<file path="config.mk">
export PLATFORM = sky130hd
export DESIGN_NAME = aibcr3_bufseq_ctl
export DESIGN_NICKNAME = d
export VERILOG_FILES = /design/src/rtl/aibcr3_bufseq_pkg.sv /design/src/rtl/aibcr3_bufseq_tmr.sv /design/src/rtl/aibcr3_bufseq_ctl.sv
export SDC_FILE = /design/constraint.sdc
export NUM_CORES = 1
export LEC_CHECK = 0
export CAP_MARGIN = 20
export CORE_UTILIZATION = 53
export CTS_CLUSTER_DIAMETER = 100
export DETAILED_ROUTE_END_ITERATION = 10
export MAX_ROUTING_LAYER = met4
export PLACE_DENSITY = 0.9
export SLEW_MARGIN = 30
export SYNTH_ARGS = -nofsm -noshare
export SYNTH_HDL_FRONTEND = slang
export SYNTH_SLANG_ARGS = --single-unit
</file>
<file path="constraint.sdc">
create_clock -name iclk -period 2.5 [get_ports iclk]
set_input_delay 0.25 -clock iclk [delete_from_list [all_inputs] [get_ports iclk]]
set_output_delay 0.25 -clock iclk [all_outputs]
set_load 0.1 [all_outputs]
</file>
<file path="src/rtl/aibcr3_bufseq_pkg.sv">
// aibcr3_bufseq_pkg: shared types and helpers for the AIB buffer power-up sequencer.
package aibcr3_bufseq_pkg;

    typedef enum logic [2:0] {
        ST_IDLE,
        ST_PADRST,
        ST_RXON,
        ST_TXRAMP,
        ST_ACTIVE,
        ST_RAMPDN
    } state_e;

    typedef logic [1:0] drv_t;

    // One ramp-up step toward the target, holding once the target is reached.
    function automatic drv_t drv_inc(input drv_t cur, input drv_t tgt);
        return (cur < tgt) ? drv_t'(cur + 2'd1) : cur;
    endfunction

    // One ramp-down step, holding at zero.
    function automatic drv_t drv_dec(input drv_t cur);
        return (cur != 2'd0) ? drv_t'(cur - 2'd1) : cur;
    endfunction

endpackage

</file>
<file path="src/rtl/aibcr3_bufseq_tmr.sv">
// aibcr3_bufseq_tmr: down-counting dwell timer; done is high while the count is zero.
module aibcr3_bufseq_tmr #(
    parameter int unsigned W = 4
) (
    input  logic         clk_i,
    input  logic         rst_n_i,
    input  logic         load_i,
    input  logic [W-1:0] val_i,
    input  logic         count_i,
    output logic         done_o
);

    logic [W-1:0] cnt_q;

    // Load has priority; otherwise count down and stop at zero.
    always_ff @(posedge clk_i or negedge rst_n_i) begin
        if (!rst_n_i) begin
            cnt_q <= '0;
        end else if (load_i) begin
            cnt_q <= val_i;
        end else if (count_i && (cnt_q != '0)) begin
            cnt_q <= cnt_q - 1'b1;
        end
    end

    assign done_o = (cnt_q == '0);

endmodule

</file>
<file path="src/rtl/aibcr3_bufseq_ctl.sv">
// aibcr3_bufseq_ctl: power-up / power-down sequencer for an AIB I/O buffer.
// Optional weak pull-down during IDLE/PADRST is built with AIBCR3_BUFSEQ_WEAKPULL_EN.
module aibcr3_bufseq_ctl
    import aibcr3_bufseq_pkg::*;
#(
    parameter int unsigned PADRST_CYC = 8,
    parameter int unsigned SETTLE_CYC = 4,
    parameter logic [2:0]  RXEN_ON    = 3'b001,
    parameter logic [2:0]  RXEN_OFF   = 3'b000
) (
    input  logic       iclk,
    input  logic       irstb,
    input  logic       por_aib_vcc1,
    input  logic       por_aib_vcchssi,
    input  logic       en_req,
    input  logic [1:0] cfg_pdrv,
    input  logic [1:0] cfg_ndrv,
    output logic       en_ack,
    output logic       busy,
    output logic       ipadrstb,
    output logic [2:0] irxen,
    output logic       itxen,
    output logic [1:0] ipdrv,
    output logic [1:0] indrv,
    output logic       test_weakpu,
    output logic       test_weakpd
);

`ifdef AIBCR3_BUFSEQ_WEAKPULL_EN
    localparam logic WEAKPD_IDLE = 1'b1;
`else
    localparam logic WEAKPD_IDLE = 1'b0;
`endif

    localparam int unsigned MAXC = (PADRST_CYC > SETTLE_CYC) ? PADRST_CYC : SETTLE_CYC;
    localparam int unsigned TW   = $clog2(MAXC + 1);
    localparam logic [TW-1:0] PAD_LD = TW'(PADRST_CYC - 1);
    localparam logic [TW-1:0] SET_LD = TW'(SETTLE_CYC - 1);

    logic          sync1_q, por_ok_q;
    state_e        state_q;
    drv_t          tgt_p_q, tgt_n_q, ipdrv_q, indrv_q;
    logic          ipadrstb_q, itxen_q, en_ack_q, busy_q, weakpd_q;
    logic [2:0]    irxen_q;
    logic          tmr_load, tmr_count, tmr_done;
    logic [TW-1:0] tmr_val;

    // Two-flop synchronizer for the combined power-good indication.
    always_ff @(posedge iclk or negedge irstb) begin
        if (!irstb) begin
            sync1_q  <= 1'b0;
            por_ok_q <= 1'b0;
        end else begin
            sync1_q  <= ~(por_aib_vcc1 | por_aib_vcchssi);
            por_ok_q <= sync1_q;
        end
    end

    // Timer reload on every state entry and every ramp step; the load is timed
    // to coincide with the FSM edge so each dwell is exactly N cycles.
    always_comb begin
        tmr_load  = 1'b0;
        tmr_val   = SET_LD;
        tmr_count = (state_q != ST_IDLE) && (state_q != ST_ACTIVE);
        if (!por_ok_q) begin
            tmr_load = 1'b1;
            tmr_val  = '0;
        end else begin
            case (state_q)
                ST_IDLE: begin
                    tmr_load = en_req;
                    tmr_val  = PAD_LD;
                end
                ST_PADRST, ST_RXON, ST_TXRAMP: tmr_load = tmr_done | ~en_req;
                ST_ACTIVE:                     tmr_load = ~en_req;
                ST_RAMPDN:                     tmr_load = tmr_done;
                default:                       tmr_load = 1'b0;
            endcase
        end
    end

    aibcr3_bufseq_tmr #(.W(TW)) u_tmr (
        .clk_i   (iclk),
        .rst_n_i (irstb),
        .load_i  (tmr_load),
        .val_i   (tmr_val),
        .count_i (tmr_count),
        .done_o  (tmr_done)
    );

    // Sequencer FSM; all buffer controls are registered on the transition edge.
    always_ff @(posedge iclk or negedge irstb) begin
        if (!irstb) begin
            state_q    <= ST_IDLE;
            ipadrstb_q <= 1'b0;
            irxen_q    <= RXEN_OFF;
            itxen_q    <= 1'b0;
            ipdrv_q    <= '0;
            indrv_q    <= '0;
            tgt_p_q    <= '0;
            tgt_n_q    <= '0;
            en_ack_q   <= 1'b0;
            busy_q     <= 1'b0;
            weakpd_q   <= WEAKPD_IDLE;
        end else if (!por_ok_q) begin
            state_q    <= ST_IDLE;
            ipadrstb_q <= 1'b0;
            irxen_q    <= RXEN_OFF;
            itxen_q    <= 1'b0;
            ipdrv_q    <= '0;
            indrv_q    <= '0;
            en_ack_q   <= 1'b0;
            busy_q     <= 1'b0;
            weakpd_q   <= WEAKPD_IDLE;
        end else begin
            case (state_q)
                ST_IDLE: begin
                    if (en_req) begin
                        state_q <= ST_PADRST;
                        tgt_p_q <= cfg_pdrv;
                        tgt_n_q <= cfg_ndrv;
                        busy_q  <= 1'b1;
                    end
                end
                ST_PADRST, ST_RXON, ST_TXRAMP: begin
                    if (!en_req) begin
                        state_q  <= ST_RAMPDN;
                        weakpd_q <= 1'b0;
                    end else if (tmr_done) begin
                        if (state_q == ST_PADRST) begin
                            state_q    <= ST_RXON;
                            ipadrstb_q <= 1'b1;
                            irxen_q    <= RXEN_ON;
                            weakpd_q   <= 1'b0;
                        end else if (state_q == ST_RXON) begin
                            state_q <= ST_TXRAMP;
                            itxen_q <= 1'b1;
                            ipdrv_q <= '0;
                            indrv_q <= '0;
                        end else if ((ipdrv_q == tgt_p_q) && (indrv_q == tgt_n_q)) begin
                            state_q  <= ST_ACTIVE;
                            busy_q   <= 1'b0;
                            en_ack_q <= 1'b1;
                        end else begin
                            ipdrv_q <= drv_inc(ipdrv_q, tgt_p_q);
                            indrv_q <= drv_inc(indrv_q, tgt_n_q);
                        end
                    end
                end
                ST_ACTIVE: begin
                    if (!en_req) begin
                        state_q  <= ST_RAMPDN;
                        busy_q   <= 1'b1;
                        en_ack_q <= 1'b0;
                    end
                end
                ST_RAMPDN: begin
                    if (tmr_done) begin
                        if ((ipdrv_q == '0) && (indrv_q == '0)) begin
                            state_q    <= ST_IDLE;
                            itxen_q    <= 1'b0;
                            irxen_q    <= RXEN_OFF;
                            ipadrstb_q <= 1'b0;
                            busy_q     <= 1'b0;
                            weakpd_q   <= WEAKPD_IDLE;
                        end else begin
                            ipdrv_q <= drv_dec(ipdrv_q);
                            indrv_q <= drv_dec(indrv_q);
                        end
                    end
                end
                default: state_q <= ST_IDLE;
            endcase
        end
    end

    assign en_ack      = en_ack_q;
    assign busy        = busy_q;
    assign ipadrstb    = ipadrstb_q;
    assign irxen       = irxen_q;
    assign itxen       = itxen_q;
    assign ipdrv       = ipdrv_q;
    assign indrv       = indrv_q;
    assign test_weakpu = 1'b0;
    assign test_weakpd = weakpd_q;

endmodule

</file>
==> flow_metrics.env <==
export IMPL_num_fill_cells=204
export IMPL_dpl_cell_count=197
export IMPL_synth_top_cell_area_share=0.3727
export IMPL_ios=22
export IMPL_crit_path_start="u_tmr.cnt_q[0]$_DFFE_PN0P_"
export IMPL_min_period_ns=2.246
export IMPL_r2r_end="indrv[1]$_DFFE_PN0P_"
export IMPL_synth_cells=157
export IMPL_area_growth_syn_to_layout_pct=12.16
export IMPL_worstPathMaxFanout=9
export IMPL_rsz0062_at_grt="false"
export IMPL_clockBufferDepth=2
export IMPL_clock_latency_ns=0.31
export IMPL_grt_max_degree=22
export IMPL_finish_instance_area_um2=1582
export IMPL_fmax_mhz=445.2
export IMPL_synth_async_reset_ratio=1.000
export IMPL_power_density_nw_per_um2=549.6
export IMPL_status="finished clean"
export IMPL_ant_nets=0
export IMPL_cts_inserted_buffers=3
export IMPL_hold_worst_slack_ns=0.2566
export IMPL_vias_per_cell=6.085
export IMPL_worst_pin_slew_ns=0.5708
export IMPL_synthesis_area_um2=1410
export IMPL_clk_pin_slew_ns=0.13
export IMPL_cellLeakagePower_nw=0.6736
export IMPL_post_cts_buffers=0
export IMPL_critPathSlowestCell="or3b_1"
export IMPL_fp_dieW_um=53.58
export IMPL_synth_edff_count=0
export IMPL_cpLargestDelayFamily="simple AND/OR/NAND/NOR gates"
export IMPL_grt_pass1_wl_um=5154
export IMPL_ff2ff_path_depth=7
export IMPL_placed_cell_area_um2=1554
export IMPL_ys_ff_latch=21
export IMPL_yosysTopAreaCell="dfrtp_1"
export IMPL_maxCapViolations=0
export IMPL_wl_per_cell_um=15.67
export IMPL_required_ns=2.70
export IMPL_antenna_found_initial=0
export IMPL_root_buffer="clkbuf_4"
export IMPL_drive_above_1_share=0.1754
export IMPL_ctsHoldBuffers=0
export IMPL_ir_drop_uv=329.6
export IMPL_critPathMaxStageDelay_ns=0.55
export IMPL_initial_core_util=0.5641
export IMPL_path_class="reg2reg"
export IMPL_yosys_warnings=0
export IMPL_cp_arrival_ns=2.45
export IMPL_crit_path_end_kind="register"
export IMPL_synth_distinct_cells=45
export IMPL_dpl_hpwl_um=2357
export IMPL_grt_usage=0.2591
export IMPL_coreArea_um2=2500
export IMPL_r2r_slack_ns=0.25
export IMPL_avgSynthCellArea_um2=8.982
export IMPL_num_rows=18
export IMPL_gp_congestion=0.8494
export IMPL_synth_main_ff_cell="dfrtp_1"
export IMPL_final_cells=201
export IMPL_cts_resized=0
export IMPL_crit_buf_inv=1
export IMPL_cts_tree="built"
export IMPL_yosysMostFrequentCell="dfrtp_1"
export IMPL_worst_clock_skew_ns=0.005532
export IMPL_drv_slew=0
export IMPL_clock_sinks=21
export IMPL_first_pass_iters=4
export IMPL_io_buffers=17
export IMPL_p_total_mw=0.8692
export IMPL_fin_crit_sh=0.8985
export IMPL_finalWirelength_um=3149
export IMPL_hold_viol=0
export IMPL_antennaDiodeCount=0
export IMPL_synthTopCellsByArea="dfrtp_1 (37%), ha_1 (6.2%), a21oi_1 (5.7%)"
export IMPL_fin_tns_setup_ns=0
export IMPL_synth_commonest_cells="dfrtp_1 (21), a21oi_1 (16), inv_1 (13), nand2_1 (13), o21ai_0 (13)"
export IMPL_seq_area_frac_synth=0.3727
export IMPL_die_h_um=53.58
export IMPL_drt_iter0_markers=45
export IMPL_rr_startpoint="u_tmr.cnt_q[0]$_DFFE_PN0P_"
export IMPL_num_vias=1223
export IMPL_grt_pass1_vias=1151
export IMPL_max_slew_margin=0.6097
export IMPL_grt_ovfl_total=0
export IMPL_die_area_um2=2871
export IMPL_holdCritPathClass="in2async"
export IMPL_setup_viol=0
export IMPL_drc=0
export IMPL_fin_nets=188
export IMPL_cp_cell_sequence="inv_1, ha_1, or3b_1, nor2b_4, a221o_2, o221ai_2, mux2_1"
export IMPL_cp_start_kind="register"
export IMPL_htreeDepth=1
## worst reg2reg max path: stages, from the launching register on
cell and delay [ns]:
dfrtp_1 0.41, inv_1 0.10, ha_1 0.17, or3b_1 0.55, nor2b_4 0.23, a221o_2 0.21
o221ai_2 0.11, mux2_1 0.36
## final cells by class
cell class              count  area [um^2]  area share
multi-input cells         113        769.5      0.4865
well taps                  30        37.54     0.02373
flip-flops and latches     21        528.0      0.3339
inverters                  13        48.80     0.03085
repair buffers             20        170.2      0.1076
clock buffers               3        22.52     0.01424
clock inverters             1        5.005    0.003165
## flip-flops by register name, summed over array words and instances, names as in the netlist
| signal | count |
|---|---|
| u_tmr.cnt_q | 4 |
| state_q | 3 |
| indrv | 2 |
| ipdrv | 2 |
| tgt_n_q | 2 |
| tgt_p_q | 2 |
| busy | 1 |
| en_ack | 1 |
| irxen | 1 |
| itxen | 1 |
| por_ok_q | 1 |
| sync1_q | 1 |
## power breakdown
| group | leakage (nW) | internal (mW) | switching, mW | total (mW) |
|---|---|---|---|---|
| Clock | 0.0177 | 0.0598 | 0.113 | 0.173 |
| Combinational | 0.381 | 0.0982 | 0.202 | 0.301 |
| Sequential | 0.275 | 0.369 | 0.0268 | 0.396 |
## layout by cell type, fill, tap and decap left out, types with 4 or more instances in the layout
cell type,netlist,layout
ha_1,7,7
nand2_1,13,13
buf_4,5,12
dfrtp_1,21,19
conb_1,1,4
o21ai_0,13,13
clkdlybuf4s50_1,0,8
inv_1,13,13
a21oi_1,16,16
nor2_1,11,11
## worst max path at each step
| stage | end | slack (ns) | depth (start not counted) |
|---|---|---|---|
| floorplan | indrv[0]$_DFFE_PN0P_ | 0.07 | 6 |
| detailed placement | indrv[1]$_DFFE_PN0P_ | 0.33 | 7 |
| global placement | ipdrv[0]$_DFFE_PN0P_ | 0.44 | 7 |
| CTS | indrv[1]$_DFFE_PN0P_ | 0.29 | 7 |
| global route | indrv[1]$_DFFE_PN0P_ | 0.19 | 7 |
| finish | indrv[1]$_DFFE_PN0P_ | 0.25 | 7 |
## logic make-up after synthesis
group           Yosys count  synth area share
flops                    21            0.3727
simple gates             46            0.1677
compound gates           45            0.2227
xor+xnor                  3           0.01864
mux                       7           0.05678
other cells               1          0.002659
buf+inv                  26           0.08962
fa+ha+maj                 8           0.06921
## stage by stage
step	setup WS [ns]	util
floorplan	0.07306	-
global placement	0.4432	0.6216
detailed placement	0.3265	0.6216
CTS	0.2944	0.6326
global route	0.1904	0.6326
finish	0.2538	0.6326
## layer usage
metal | part of all wire | GRT usage | up-vias | routed length, um
met4 | 0.026 | 0.1447 | 0 | 83
met5 | 0 | - | - | 0
met1 | 0.43 | 0.3108 | 576 | 1348
met3 | 0.056 | 0.03107 | 11 | 177
met2 | 0.49 | 0.4208 | 57 | 1539
li1 | - | - | 579 | -
(Power assumes the default switching activity.)
